File: src/rtl/imm_decode_stage.sv
// imm_decode_stage
//   Pipeline register stage in front of the immediate extension units of the
//   16-bit core. Each accepted instruction word is decoded into an 8-bit
//   immediate field plus extension control (sign vs. zero, immediate present)
//   and held for the extension/ALU-operand stage behind a valid/ready
//   handshake. A two-entry skid buffer (main M, skid S) lets in_ready come
//   straight from a flop.
//
// Ports
//   clk          rising-edge clock
//   rst_n        asynchronous active-low reset
//   flush        synchronous discard of both buffered entries (taken branch)
//   in_valid     instruction word valid
//   in_ready     stage can accept a word (registered, equals !S_full)
//   in_inst      instruction: [15:14] op1, [13:11] ra/op2, [10:8] rb,
//                [7:0] d, [7:4] op3
//   out_valid    decoded entry available in M
//   out_ready    downstream accepts the entry
//   out_imm      immediate field for the extension unit
//   out_ext_sign 1 = sign-extend out_imm, 0 = zero-extend
//   out_has_imm  instruction uses an immediate operand
//   out_ra       ra/op2 field
//   out_rb       rb field
//   out_op1      op1 field
module imm_decode_stage #(
  parameter int IW = 16,
  parameter int DW = 8
) (
  input  logic          clk,
  input  logic          rst_n,
  input  logic          flush,
  input  logic          in_valid,
  output logic          in_ready,
  input  logic [IW-1:0] in_inst,
  output logic          out_valid,
  input  logic          out_ready,
  output logic [DW-1:0] out_imm,
  output logic          out_ext_sign,
  output logic          out_has_imm,
  output logic [2:0]    out_ra,
  output logic [2:0]    out_rb,
  output logic [1:0]    out_op1
);

  // Entry layout: {op1, ra, rb, has_imm, ext_sign, imm}
  localparam int EW = DW + 10;

  logic [1:0]    op1;
  logic [2:0]    op2;
  logic [3:0]    op3;
  logic [DW-1:0] dec_imm;
  logic          dec_sign;
  logic          dec_has;
  logic [EW-1:0] dec_entry;

  logic [EW-1:0] m_data;
  logic [EW-1:0] s_data;
  logic          m_valid;
  logic          s_valid;
  logic          in_ready_q;

  logic          accept;
  logic          xfer;

  assign op1 = in_inst[15:14];
  assign op2 = in_inst[13:11];
  assign op3 = in_inst[7:4];

  // Immediate classification. Loads/stores and LI/B/Bcc carry a signed 8-bit
  // offset; the shift group (op3 = 10xx) carries a 4-bit unsigned amount.
  always_comb begin
    dec_imm  = '0;
    dec_sign = 1'b0;
    dec_has  = 1'b0;
    unique case (op1)
      2'b00, 2'b01: begin
        dec_has  = 1'b1;
        dec_sign = 1'b1;
        dec_imm  = in_inst[DW-1:0];
      end
      2'b10: begin
        if (op2 == 3'b000 || op2 == 3'b100 || op2 == 3'b111) begin
          dec_has  = 1'b1;
          dec_sign = 1'b1;
          dec_imm  = in_inst[DW-1:0];
        end
      end
      2'b11: begin
        if (op3[3:2] == 2'b10) begin
          dec_has = 1'b1;
          dec_imm = {{(DW-4){1'b0}}, in_inst[3:0]};
        end
      end
      default: begin
      end
    endcase
  end

  assign dec_entry = {op1, in_inst[13:11], in_inst[10:8], dec_has, dec_sign, dec_imm};

  // in_ready is the registered !S_full, so no word can land while S is full.
  assign accept = in_valid && in_ready_q;
  assign xfer   = m_valid && out_ready;

  // Skid buffer. M is always the older entry. Whenever M frees up (empty or
  // transferring) it refills from S first, otherwise straight from the input,
  // which gives single-cycle latency and no bubble when streaming. A word
  // arriving while M is stalled parks in S and drops in_ready next cycle.
  always_ff @(posedge clk or negedge rst_n) begin
    if (!rst_n) begin
      m_data     <= '0;
      s_data     <= '0;
      m_valid    <= 1'b0;
      s_valid    <= 1'b0;
      in_ready_q <= 1'b0;
    end else if (flush) begin
      m_valid    <= 1'b0;
      s_valid    <= 1'b0;
      in_ready_q <= 1'b1;
    end else begin
      if (!m_valid || xfer) begin
        if (s_valid) begin
          m_data     <= s_data;
          m_valid    <= 1'b1;
          s_valid    <= 1'b0;
          in_ready_q <= 1'b1;
        end else if (accept) begin
          m_data     <= dec_entry;
          m_valid    <= 1'b1;
          in_ready_q <= 1'b1;
        end else begin
          m_valid    <= 1'b0;
          in_ready_q <= 1'b1;
        end
      end else if (accept) begin
        s_data     <= dec_entry;
        s_valid    <= 1'b1;
        in_ready_q <= 1'b0;
      end else begin
        in_ready_q <= !s_valid;
      end
    end
  end

  assign in_ready     = in_ready_q;
  assign out_valid    = m_valid;
  assign out_imm      = m_data[DW-1:0];
  assign out_ext_sign = m_data[DW];
  assign out_has_imm  = m_data[DW+1];
  assign out_rb       = m_data[DW+4:DW+2];
  assign out_ra       = m_data[DW+7:DW+5];
  assign out_op1      = m_data[DW+9:DW+8];

endmodule

File: config.mk
export PLATFORM = sky130hd
export DESIGN_NAME = imm_decode_stage
export DESIGN_NICKNAME = d
export VERILOG_FILES = /design/src/rtl/imm_decode_stage.sv
export SDC_FILE = /design/constraint.sdc
export NUM_CORES = 1
export LEC_CHECK = 0
export ABC_CLOCK_PERIOD_IN_PS = 1300
export CORE_MARGIN = 2
export CORE_UTILIZATION = 47
export CTS_BUF_LIST = sky130_fd_sc_hd__clkbuf_4
export CTS_CLUSTER_DIAMETER = 40
export DETAILED_ROUTE_END_ITERATION = 7
export GPL_ROUTABILITY_DRIVEN = 0
export PLACE_DENSITY_LB_ADDON = 0.08
export SLEW_MARGIN = 20
export SYNTH_ARGS = -nofsm -noshare
export SYNTH_HDL_FRONTEND = slang
export SYNTH_SLANG_ARGS = --single-unit
File: constraint.sdc
create_clock -name clk -period 1.3 [get_ports clk]
set_input_delay 0.325 -clock clk [delete_from_list [all_inputs] [get_ports clk]]
set_output_delay 0.325 -clock clk [all_outputs]
set_load 0.02 [all_outputs]
Word level (Yosys, flattened, before mapping):

Index checks and enable logic that the tools add are counted.

* register bits after elaboration: 39
* input bits: 21
* output and inout port bits: 20

* equal/unequal tests: 6
* multiplexer cells: 19
* bitwise gates (word level): 2
* reductions and logical operators: 15

Operators by type and width (count)
* two-way mux 18 bit: 2
* case mux 8 bit (3 select lines): 1
* two-way mux 1 bit: 12
* two-way mux 8 bit: 1
* equality test 2 bit (second input constant): 3
* equality test 3 bit (second input constant): 2
* AND reduction 3 bit: 2
* two-way mux 4 bit: 1
* nonzero test 2 bit: 2
* logical NOT 3 bit: 1
* logical OR 1 bit: 3
* case mux 1 bit (3 select lines): 1
* nonzero test 3 bit: 1
* equality test 2 x 1 -> 1 bit (second input constant): 1
* logical AND 1 bit: 2
* logical NOT 1 bit: 2
* logical NOT 2 bit: 1
* inverter 1 bit: 2
* case mux 1 bit (2 select lines): 1
* OR reduction 2 bit: 1

Logic depth before layout (Yosys ltp):

Gate-level depths: netlist (run 1).

* depth in word-level cells: 7
* mapped depth: 6
* mapped depth without buffers: 3

Least setup slack after synthesis (run 1):

No wires, ideal clock.

* path type: reg2reg
* start: reg m_valid, in the netlist out_valid
* end: reg m_data[8]
* arrival time: 1.281 ns
* data required time: 1.172 ns
* setup slack: -0.108 ns
* cell stages (with the launch flop): 4
* path buffers: 0
* path through: dfrtp_1 > nor2b_1 > nor3_2 > mux2_1

* word-level cells in the longest chain between the ends: 3
* elaborated cells on any way between the ends: 4

RTL lines
* start: declaration: line 58 `logic m_valid;`
* start signal: assignment: line 113 `m_valid <= 1'b0;`
* start signal: assignment: line 117 `m_valid <= 1'b0;`
* start signal: assignment: line 124 `m_valid <= 1'b1;`
* logical NOT 1 bit / logical AND 1 bit (equally long branches): line 121, 103
* logical OR 1 bit (*): line 121 `if (!m_valid || xfer) begin`
* AND reduction 3 bit (no line) (*)
* end signal: assignment: line 123 `m_data <= s_data;`
* end signal: assignment: line 128 `m_data <= dec_entry;`
* end: declaration: line 56 `logic [EW-1:0] m_data;`

Every way passes the cells marked *; elsewhere a longest branch is shown, timed or not.
A chain may end at the register's enable or synchronous reset.

Final worst setup path (run 1):

* start: reg m_valid, in the netlist out_valid
* end: reg s_data[14]

* word-level cells in the longest chain between the ends: 4
* elaborated cells on any way between the ends: 5

RTL lines
* logical NOT 1 bit / logical AND 1 bit (equally long branches): line 121, 103
* logical OR 1 bit (*): line 121
* inverter 1 bit (no line) (*)
* AND reduction 3 bit (no line) (*)
* end signal: assignment: line 136 `s_data <= dec_entry;`
* end: declaration: line 57 `logic [EW-1:0] s_data;`

Marks and branches as above.

==> qor.yml, run 1 <==
run_status:
  status: "finished, violations left"
  violations: "negative setup slack"
synthesis:
  synth_area_per_cell_um2: 11.4
  ys_types: 34
  netlist_area_um2: 1850
  syn_inst: 162
  yosysSeqAreaShare_pct: 52.8
  ys_warn_count: 0
  syn_nets: 183
  ys_seq_elements: 39
layout:
  stdcell_count: 299
  layout_common_cells: "38 x buf_4, 36 x dfrtp_1, 21 x buf_6"
  antenna_cells_inserted: 0
  layout_commonest_cell: "buf_4"
  drive_above_1_share_pct: 53.8
  fin_nets: 271
  stdcell_area_um2: 3180
  fillCellCount: 177
  synthToLayoutAreaGrowth_pct: 72.0
floorplanning:
  io_pins: 41
  start_util_pct: 49.7
  num_rows: 22
  die_h_um: 66.7
  die_area_um2: 4450
  core_um2: 3720
  die_w_um: 66.7
placement:
  post-place-ws_ns: -0.543
  hpwlAfterDp_um: 3570
  placed_cells: 277
  io_buffers: 40
  place_area_um2: 2550
critical_path:
  cp_cell_sequence: "nand4b_1, nand2b_4, buf_12, mux2_4"
  arrival_ns: 1.67
  slowest_stage: "dfrtp_2"
  criticalPathCategory: "reg2reg"
  start_kind: "flop"
  crit_path_max_incr_delay_ns: 0.43
  cp_max_fo: 7
  end_kind: "flop"
  critPathRequiredTime_ns: 1.58
power_and_ir_drop:
  p_comb_share_pct: 31.9
  p_per_area_nw_per_um2: 1240
  pwr-share-seq_pct: 41.3
  swShare_pct: 31.3
  vdd_drop_max_mv: 0.737
  leakage_nw: 1.37
  p_int_mw: 2.72
  p_sw_mw: 1.24
  clkPwrFrac_pct: 26.9
sta:
  skew_ns: 0.00870
  relSlewSlack_pct: 69.9
  drv_slew: 0
  final-setup-viol-count: 31
  min_period_ns: 1.40
  fmax_ghz: 0.716
  post-route-period-util_pct: 107
  worstMarginPinSlew_ns: 0.451
  hold_violations: 0
  layout_setup_ws_ns: -0.0972
  rsz0062_at_grt: "yes"
drt:
  post_drt_wl_per_cell_um: 21.9
  drt-initial-drc-count: 155
  num_vias: 1863
  post-route-drc-count: 0
  routed_wl_um: 6550
  avgViaCountPerCell: 6.23
  dr.pass1.iters: 4
  postRouteAntennaNets: 0
global_route:
  antenna_found_initial: 0
  grt_overflow: 0
  grt_pass1_vias: 1675
  grtUsageTotal_pct: 25.7
  grt_max_degree: 21
  grt_pass1_wl_um: 8300
clock_network:
  cts_tree: "yes"
  insertion_delay_ns: 0.38
  clockRootBuffer: "clkbuf_4"
  cts_buffers: 5
  cts_buffer_depth: 2
  cts_sinks: 39
  htree_num_levels: 2
  cts.clk_slew.worst_paths_ns: 0.12
flow_run:
  maxCapViolations: 0
worst_hold_path:
  hp-class: "in2async"
[layer usage]
layer	GRT usage (%)	wire (µm)
met3	6.59	396
met5	0	0
met1	34.0	2750
met4	8.42	138
met2	41.3	3260
[final timing paths]
path                             from         end  slack [ns]  cells after the start
max in group asynchronous       rst_n   s_data[9]        0.34                      3
max                         out_valid  s_data[14]        -0.1                      4
min reg2reg                 s_data[4]   s_data[4]        0.53                      1
min in group clk           in_inst[6]   m_data[6]        0.41                      4
min                             rst_n   s_data[3]        0.41                      2
max reg2reg                 out_valid  s_data[14]        -0.1                      4
[state kept, by name, indices dropped and copies added, names as in the netlist]
| signal | count |
|---|---|
| s_valid | 1 |
| in_ready | 1 |
| s_data | 18 |
| m_data | 18 |
| out_valid | 1 |
[final cells by class]
class                   count  area, µm²  share of cell area, %
clock buffers               6       45.0                   1.42
clock inverters             2       60.1                   1.89
inverters                   9       33.8                   1.06
multi-input cells         102       1160                   36.5
flip-flops and latches     39        980                   30.8
well taps                  48       60.1                   1.89
repair buffers             93        838                   26.4
[Yosys cell counts]
library cell / n / area [µm²]
a31oi_1: 16 / 100
nor4_4: 1 / 21.3
or3_1: 1 / 6.26
nor3_2: 2 / 20.0
inv_2: 2 / 7.51
buf_1: 1 / 3.75
and4b_4: 1 / 13.8
nand4b_1: 2 / 17.5
o31ai_1: 8 / 60.1
o21ai_1: 1 / 5.00
a41oi_1: 1 / 8.76
mux2i_1: 8 / 80.1
buf_2: 7 / 35.0
mux2_1: 4 / 45.0
nor3b_1: 4 / 30.0
nor2b_1: 2 / 12.5
nand4_1: 6 / 37.5
dfrtp_1: 39 / 976
nand2_1: 4 / 15.0
mux2_2: 5 / 56.3
and3b_1: 1 / 8.76
o221ai_2: 1 / 15.0
o21ai_0: 7 / 35.0
o311ai_1: 8 / 70.1
nor3_1: 1 / 5.00
inv_1: 7 / 26.3
a21oi_2: 1 / 8.76
a22o_1: 4 / 35.0
a21oi_1: 9 / 45.0
a21o_1: 1 / 7.51
buf_6: 1 / 11.3
clkbuf_1: 3 / 11.3
nand2b_1: 2 / 12.5
nand3_1: 1 / 5.00
[logic make-up (layout without fill, tap and decap cells)]
group           count (synthesis)  after routing  share of synthesized area, %
mux                            17             17                          9.82
simple gates                   28             28                          11.1
buf+inv                        21            110                          5.15
compound gates                 57             57                          21.1
flops                          39             39                          52.8
[what timing repair did]
action	in CTS	in global routing
endpoints found under the hold margin	18	0
buffers inserted	3	8
endpoints found under the setup margin	48	44
gates resized for setup	121	68
cloned	1	1
hold buffers	1	0
pin swaps	17	13
[worst max-delay path: cells and delay by family (launching register included)]
family,cells,cell delay (ns)
buf+inv,1,0.15
simple gates,2,0.42
mux,1,0.30
flops,1,0.43
[power groups by stage]
stage / clock network (mW) / logic (mW) / registers, mW
floorplan: 0 / 0.332 / 1.70
global placement: 0 / 0.888 / 1.59
detailed placement: 0 / 0.914 / 1.60
CTS: 1.04 / 0.919 / 1.58
global route: 1.10 / 1.32 / 1.65
finish: 1.06 / 1.26 / 1.63
[metrics by stage]
stage | hold WS [ns] | setup TNS (ns) | power, mW | utilization, %
2_1_floorplan | 0.0294 | -0.0000226 | 2.03 | -
4_1_cts | 0.418 | -0.579 | 3.54 | 74.2
3_3_place_gp | 0.281 | -15.08 | 2.47 | 68.7
5_1_grt | 0.404 | -2.08 | 4.06 | 85.5
3_5_place_dp | 0.299 | -16.42 | 2.52 | 68.7
6_report | 0.405 | -1.42 | 3.95 | 85.5
No activity file was read; power rests on OpenSTA's default activity.
==> run 2, diff against run 1 <==
--- a/config.mk
+++ b/config.mk
@@ -5,7 +5,7 @@
 export SDC_FILE = /design/constraint.sdc
 export NUM_CORES = 1
 export LEC_CHECK = 0
-export ABC_CLOCK_PERIOD_IN_PS = 1300
+export ABC_CLOCK_PERIOD_IN_PS = 1100
 export CORE_MARGIN = 2
 export CORE_UTILIZATION = 47
 export CTS_BUF_LIST = sky130_fd_sc_hd__clkbuf_4
==> constraint.sdc (replaced) <==
create_clock -name clk -period 1.1 [get_ports clk]
set_input_delay 0.275 -clock clk [delete_from_list [all_inputs] [get_ports clk]]
set_output_delay 0.275 -clock clk [all_outputs]
set_load 0.02 [all_outputs]
==> run 2 against run 1 <==
Non-clock buffer count grew 15. Wire length grew 14%. Utilization grew 4.7 points. Sequential cell count is the same. Largest power group unchanged. Design area grew 5.5%. First-iteration DRC count grew 21%. The flow still finishes with violations (negative setup slack). Combinational power grew 40%. Clock skew grew 0.0095 ns. Maximum frequency shrank 5.5%.
==> qor.yml, run 2 (synthesis results as in run 1) <==
drt:
  post_drt_wl_per_cell_um: 23.6  # was 21.9 µm
  dr.pass1.iters: 5  # was 4
  drt-initial-drc-count: 187  # was 155
  num_vias: 1997  # was 1863
  postRouteAntennaNets: 0  # unchanged
  avgViaCountPerCell: 6.32  # was 6.23
  routed_wl_um: 7460  # was 6550 µm
  post-route-drc-count: 0  # unchanged
floorplanning:
  die_area_um2: 4450  # unchanged
  num_rows: 22  # unchanged
  core_um2: 3720  # unchanged
  start_util_pct: 49.7  # unchanged
  die_h_um: 66.7  # unchanged
  io_pins: 41  # unchanged
  die_w_um: 66.7  # unchanged
critical_path:
  reg2reg_to: "m_data[9]"  # was s_data[14]
  critPathRequiredTime_ns: 1.37  # was 1.58 ns
  cp_max_fo: 5  # was 7
  start_kind: "flop"  # unchanged
  reg2reg_slack_ns: -0.38  # was -0.1 ns
  end_kind: "flop"  # unchanged
  r2r_cells: 6  # was 4
  critical_path.reg2reg.startpoint: "s_valid"  # was out_valid
  criticalPathCategory: "reg2reg"  # unchanged
  arrival_ns: 1.75  # was 1.67 ns
layout:
  ff_latch_area_um2: 978  # was 980 µm²
  synthToLayoutAreaGrowth_pct: 81.4  # was 72.0%
  multi_input_area_um2: 1210  # was 1160 µm²
  layout_commonest_cell: "buf_4"  # unchanged
  layout_common_cells: "51 x buf_4, 37 x dfrtp_1, 33 x buf_6"  # was 38 x buf_4, 36 x dfrtp_1, 21 x buf_6
  top_regs: "m_data (18), s_data (18)"  # unchanged
  antenna_cells_inserted: 0  # unchanged
  fin_nets: 288  # was 271
  fillCellCount: 139  # was 177
  drive_above_1_share_pct: 59.0  # was 53.8%
sta:
  hold_violations: 0  # unchanged
  layout_setup_ws_ns: -0.379  # was -0.0972 ns
  min_period_ns: 1.48  # was 1.40 ns
  final-setup-viol-count: 59  # was 31
  post-route-period-util_pct: 134  # was 107%
  rsz0062_at_grt: "yes"  # unchanged
  skew_ns: 0.0182  # was 0.00870 ns
  fmax_ghz: 0.676  # was 0.716 GHz
  worstMarginPinSlew_ns: 0.317  # was 0.451 ns
  drv_slew: 0  # unchanged
  hold_slack_ns: 0.381  # was 0.405 ns
  relSlewSlack_pct: 78.7  # was 69.9%
power_and_ir_drop:
  p_int_mw: 2.90  # was 2.72 mW
  power_mw: 4.49  # was 3.95 mW
  vdd_drop_max_mv: 0.960  # was 0.737 mV
  p_comb_share_pct: 39.1  # was 31.9%
  swShare_pct: 35.4  # was 31.3%
  clkPwrFrac_pct: 17.1  # was 26.9%
  p_sw_mw: 1.59  # was 1.24 mW
  p_per_area_nw_per_um2: 1340  # was 1240 nW/µm²
  pwr-share-seq_pct: 43.8  # was 41.3%
  leakage_nw: 1.45  # was 1.37 nW
clock_network:
  cts_tree: "yes"  # unchanged
  cts_buffers: 5  # unchanged
  insertion_delay_ns: 0.37  # was 0.38 ns
  cts_buffer_depth: 2  # unchanged
  htree_num_levels: 2  # unchanged
  cts_sinks: 39  # unchanged
  clockRootBuffer: "clkbuf_4"  # unchanged
  cts.clk_slew.worst_paths_ns: 0.14  # was 0.12 ns
placement:
  hpwlAfterDp_um: 3590  # was 3570 µm
  io_buffers: 40  # unchanged
global_route:
  grtUsageTotal_pct: 27.7  # was 25.7%
  grt_max_degree: 40  # was 21
  grt_pass1_vias: 1902  # was 1675
  antenna_found_initial: 0  # unchanged
  grt_overflow: 0  # unchanged
  grt_pass1_wl_um: 9130  # was 8300 µm
flow_run:
  maxCapViolations: 0  # unchanged
run_status:
  violations: "negative setup slack"  # unchanged
  status: "finished, violations left"  # unchanged
worst_hold_path:
  hp-class: "in2async"  # unchanged
## run 2: timing repair
item / 4_1_cts / 5_1_grt
pin swaps: 19 / 6
hold endpoints to repair: 39 / 0
setup endpoints to repair: 59 / 58
hold buffers: 1 / 0
cloned: 3 / 0
resized for setup: 172 / 39
setup buffers: 16 / 10
## run 2: final cells by class
type | count | area share (%)
multi-input combinational | 104 | 36.2
clock buffer | 5 | 1.12
inverter | 9 | 1.08
tap | 48 | 1.79
clock inverter | 3 | 0.448
timing repair buffer | 108 | 30.2
sequential | 39 | 29.2
## run 2: critical path: stages, from the launching register on
cell	delay (ns)
dfrtp_1	0.47
buf_6	0.14
a21o_1	0.14
nand4_1	0.16
buf_6	0.19
buf_6	0.11
o221ai_2	0.17
## run 2: worst max path at each step
stage / from / end
detailed placement: in_inst[11] / m_data[3]
global route: s_valid / m_data[9]
CTS: s_valid / m_data[3]
global placement: in_inst[11] / m_data[3]
finish: s_valid / m_data[9]
floorplan: out_valid / m_data[8]
## run 2: through the flow
step                utilization (%)  instances  TNS [ns]  setup slack (ns)  area, µm²
finish                         90.2        316    -11.43            -0.379       3350
floorplan                         -        162     -5.21            -0.192       1920
detailed placement             70.6        278    -24.42            -0.733       2630
CTS                            80.9        306     -6.93            -0.238       3010
global placement               70.6        278    -22.83            -0.608       2630
global route                   90.2        316    -12.58            -0.383       3350
## run 2: power groups by stage
stage               Combinational (mW)  Sequential, mW  Clock [mW]
floorplan                        0.458            2.01           0
global placement                  1.16            1.88           0
detailed placement                1.19            1.90           0
CTS                               1.37            1.91       0.710
global route                      1.83            1.98       0.859
finish                            1.76            1.97       0.766
## run 2: metal layers
metal | routed length (µm) | GRT usage [%]
met1 | 2850 | 34.7
met2 | 3700 | 48.6
met3 | 596 | 6.42
met4 | 315 | 6.12
met5 | 0 | 0
==> run 3, diff against run 2 <==
--- a/config.mk
+++ b/config.mk
@@ -6,8 +6,10 @@
 export NUM_CORES = 1
 export LEC_CHECK = 0
 export ABC_CLOCK_PERIOD_IN_PS = 1100
+export CELL_PAD_IN_SITES_DETAIL_PLACEMENT = 1
+export CELL_PAD_IN_SITES_GLOBAL_PLACEMENT = 2
 export CORE_MARGIN = 2
-export CORE_UTILIZATION = 47
+export CORE_UTILIZATION = 30
 export CTS_BUF_LIST = sky130_fd_sc_hd__clkbuf_4
 export CTS_CLUSTER_DIAMETER = 40
 export DETAILED_ROUTE_END_ITERATION = 7
==> run 3 against run 2 <==
The flow still finishes with violations (negative setup slack). Die area up 53%. Sequential share of layout area decreased by 0.14 points. First-iteration DRC count down 61%. Combinational power down 5%. Sequential cell count did not move. Design area up 0.60%. Clock-buffer cell count stayed put. Register-to-register slack better by 0.15 ns. Final cell count rose by 7.6%. Sequential power shrank 3%. Utilization fell by 33 points. Clock skew is 0.0012 ns higher. Largest cell class unchanged.
==> qor.yml, run 3 (synthesis results as in run 1) <==
sta:
  worstMarginPinSlew_ns: 0.334  # was 0.317 ns
  relSlewSlack_pct: 77.7  # was 78.7%
  rsz0062_at_grt: "yes"  # unchanged
  final-setup-viol-count: 58  # was 59
  skew_ns: 0.0194  # was 0.0182 ns
  setup_tns_ns: -8.71  # was -11.43 ns
  hold_slack_ns: 0.359  # was 0.381 ns
  layout_setup_ws_ns: -0.229  # was -0.379 ns
  post-route-period-util_pct: 121  # was 134%
  drv_slew: 0  # unchanged
  fmax_ghz: 0.752  # was 0.676 GHz
  hold_violations: 0  # unchanged
  min_period_ns: 1.33  # was 1.48 ns
layout:
  top_regs: "m_data (18), s_data (18)"  # unchanged
  stdcell_area_um2: 3370  # was 3350 µm²
  fillCellCount: 611  # was 139
  antenna_cells_inserted: 0  # unchanged
  stdcell_count: 340  # was 316
  layout_commonest_cell: "buf_4"  # unchanged
  layout_common_cells: "52 x buf_4, 36 x dfrtp_1, 26 x buf_6"  # was 51 x buf_4, 37 x dfrtp_1, 33 x buf_6
  drive_above_1_share_pct: 58.5  # was 59.0%
  fin_nets: 285  # was 288
  final_core_util_pct: 57.0  # was 90.2%
  synthToLayoutAreaGrowth_pct: 82.5  # was 81.4%
critical_path:
  reg2reg_slack_ns: -0.23  # was -0.38 ns
  criticalPathCategory: "in2reg"  # was reg2reg
  end_kind: "flop"  # unchanged
  r2r_cells: 4  # was 6
  arrival_ns: 1.57  # was 1.75 ns
  critical_path.reg2reg.startpoint: "in_ready"  # was s_valid
  cp_max_fo: 5  # unchanged
  critPathRequiredTime_ns: 1.34  # was 1.37 ns
  start_kind: "primary input"  # was flop
  reg2reg_to: "s_data[14]"  # was m_data[9]
run_status:
  status: "finished, violations left"  # unchanged
  violations: "negative setup slack"  # unchanged
drt:
  postRouteAntennaNets: 0  # unchanged
  dr.pass1.iters: 4  # was 5
  avgViaCountPerCell: 5.30  # was 6.32
  post-route-drc-count: 0  # unchanged
  post_drt_wl_per_cell_um: 19.1  # was 23.6 µm
  routed_wl_um: 6500  # was 7460 µm
  drt-initial-drc-count: 73  # was 187
  num_vias: 1803  # was 1997
floorplanning:
  die_h_um: 82.5  # was 66.7 µm
  num_rows: 28  # was 22
  io_pins: 41  # unchanged
  core_um2: 5920  # was 3720 µm²
  die_w_um: 82.5  # was 66.7 µm
  start_util_pct: 31.2  # was 49.7%
  die_area_um2: 6800  # was 4450 µm²
global_route:
  grt_pass1_vias: 1946  # was 1902
  antenna_found_initial: 0  # unchanged
  grt_max_degree: 40  # unchanged
  grt_pass1_wl_um: 10200  # was 9130 µm
  grtUsageTotal_pct: 20.3  # was 27.7%
  grt_overflow: 0  # unchanged
worst_hold_path:
  worstHoldStart: "in_inst[7]"
  hold_path_end: "m_data[7]"
  hold_path_depth: 4
  hp-class: "in2reg"  # was in2async
power_and_ir_drop:
  leakage_nw: 1.44  # was 1.45 nW
  vdd_drop_max_mv: 0.743  # was 0.960 mV
  p_per_area_nw_per_um2: 1430  # was 1340 nW/µm²
  power_mw: 4.82  # was 4.49 mW
placement:
  io_buffers: 40  # unchanged
  hpwlAfterDp_um: 4120  # was 3590 µm
  place_area_um2: 2720  # was 2630 µm²
  placed_cells: 312  # was 278
  post-place-ws_ns: -0.686  # was -0.733 ns
clock_network:
  cts_buffers: 5  # unchanged
  clockRootBuffer: "clkbuf_4"  # unchanged
  insertion_delay_ns: 0.36  # was 0.37 ns
  cts_buffer_depth: 2  # unchanged
  cts.clk_slew.worst_paths_ns: 0.12  # was 0.14 ns
  cts_sinks: 39  # unchanged
  htree_num_levels: 2  # unchanged
  cts_tree: "yes"  # unchanged
flow_run:
  maxCapViolations: 0  # unchanged
-- run 3: critical path: stages --
cell and delay [ns]:
clkdlybuf4s50_1 0.43, nand4b_1 0.20, buf_6 0.15, nand2b_4 0.19
mux2_4 0.32
-- run 3: final cells by class --
| class | instances | area (µm²) | share of cell area [%] |
|---|---|---|---|
| Clock inverter | 3 | 67.6 | 2.00 |
| Tap cell | 75 | 93.8 | 2.78 |
| Multi-Input combinational cell | 104 | 1170 | 34.6 |
| Inverter | 9 | 33.8 | 1.00 |
| Timing Repair Buffer | 105 | 992 | 29.4 |
| Sequential cell | 39 | 980 | 29.0 |
| Clock buffer | 5 | 37.5 | 1.11 |
-- run 3: timing repair --
| item | 4_1_cts | 5_1_grt |
|---|---|---|
| hold endpoints to repair | 39 | 0 |
| hold buffers | 1 | 0 |
| buffers inserted | 8 | 8 |
| resized for setup | 173 | 25 |
| endpoints found under the setup margin | 59 | 59 |
| cloned | 3 | 0 |
| pin swaps | 17 | 3 |
-- run 3: report_power, final --
group          internal, mW  switching, mW  total [mW]
logic                 0.964          0.716        1.68
clock network         0.707          0.532        1.24
registers              1.71          0.197        1.91
total                  3.38           1.45        4.82
-- run 3: how the worst max path moves through the flow --
stage	start	endpoint	slack (ns)	cells after the start
2_1_floorplan	out_valid	m_data[8]	-0.19	3
3_3_place_gp	flush	m_data[7]	-0.65	5
3_5_place_dp	in_valid	m_data[0]	-0.69	5
4_1_cts	out_valid	m_data[8]	-0.21	3
5_1_grt	in_ready	s_data[3]	-0.28	5
6_report	out_ready	s_data[14]	-0.23	5
-- run 3: layer usage --
| metal | track usage, % | up-vias | wire, µm |
|---|---|---|---|
| met4 | 5.00 | 0 | 64 |
| met2 | 34.6 | 34 | 3330 |
| met5 | 0 | - | 0 |
| li1 | - | 840 | - |
| met3 | 4.02 | 7 | 261 |
| met1 | 26.3 | 922 | 2850 |
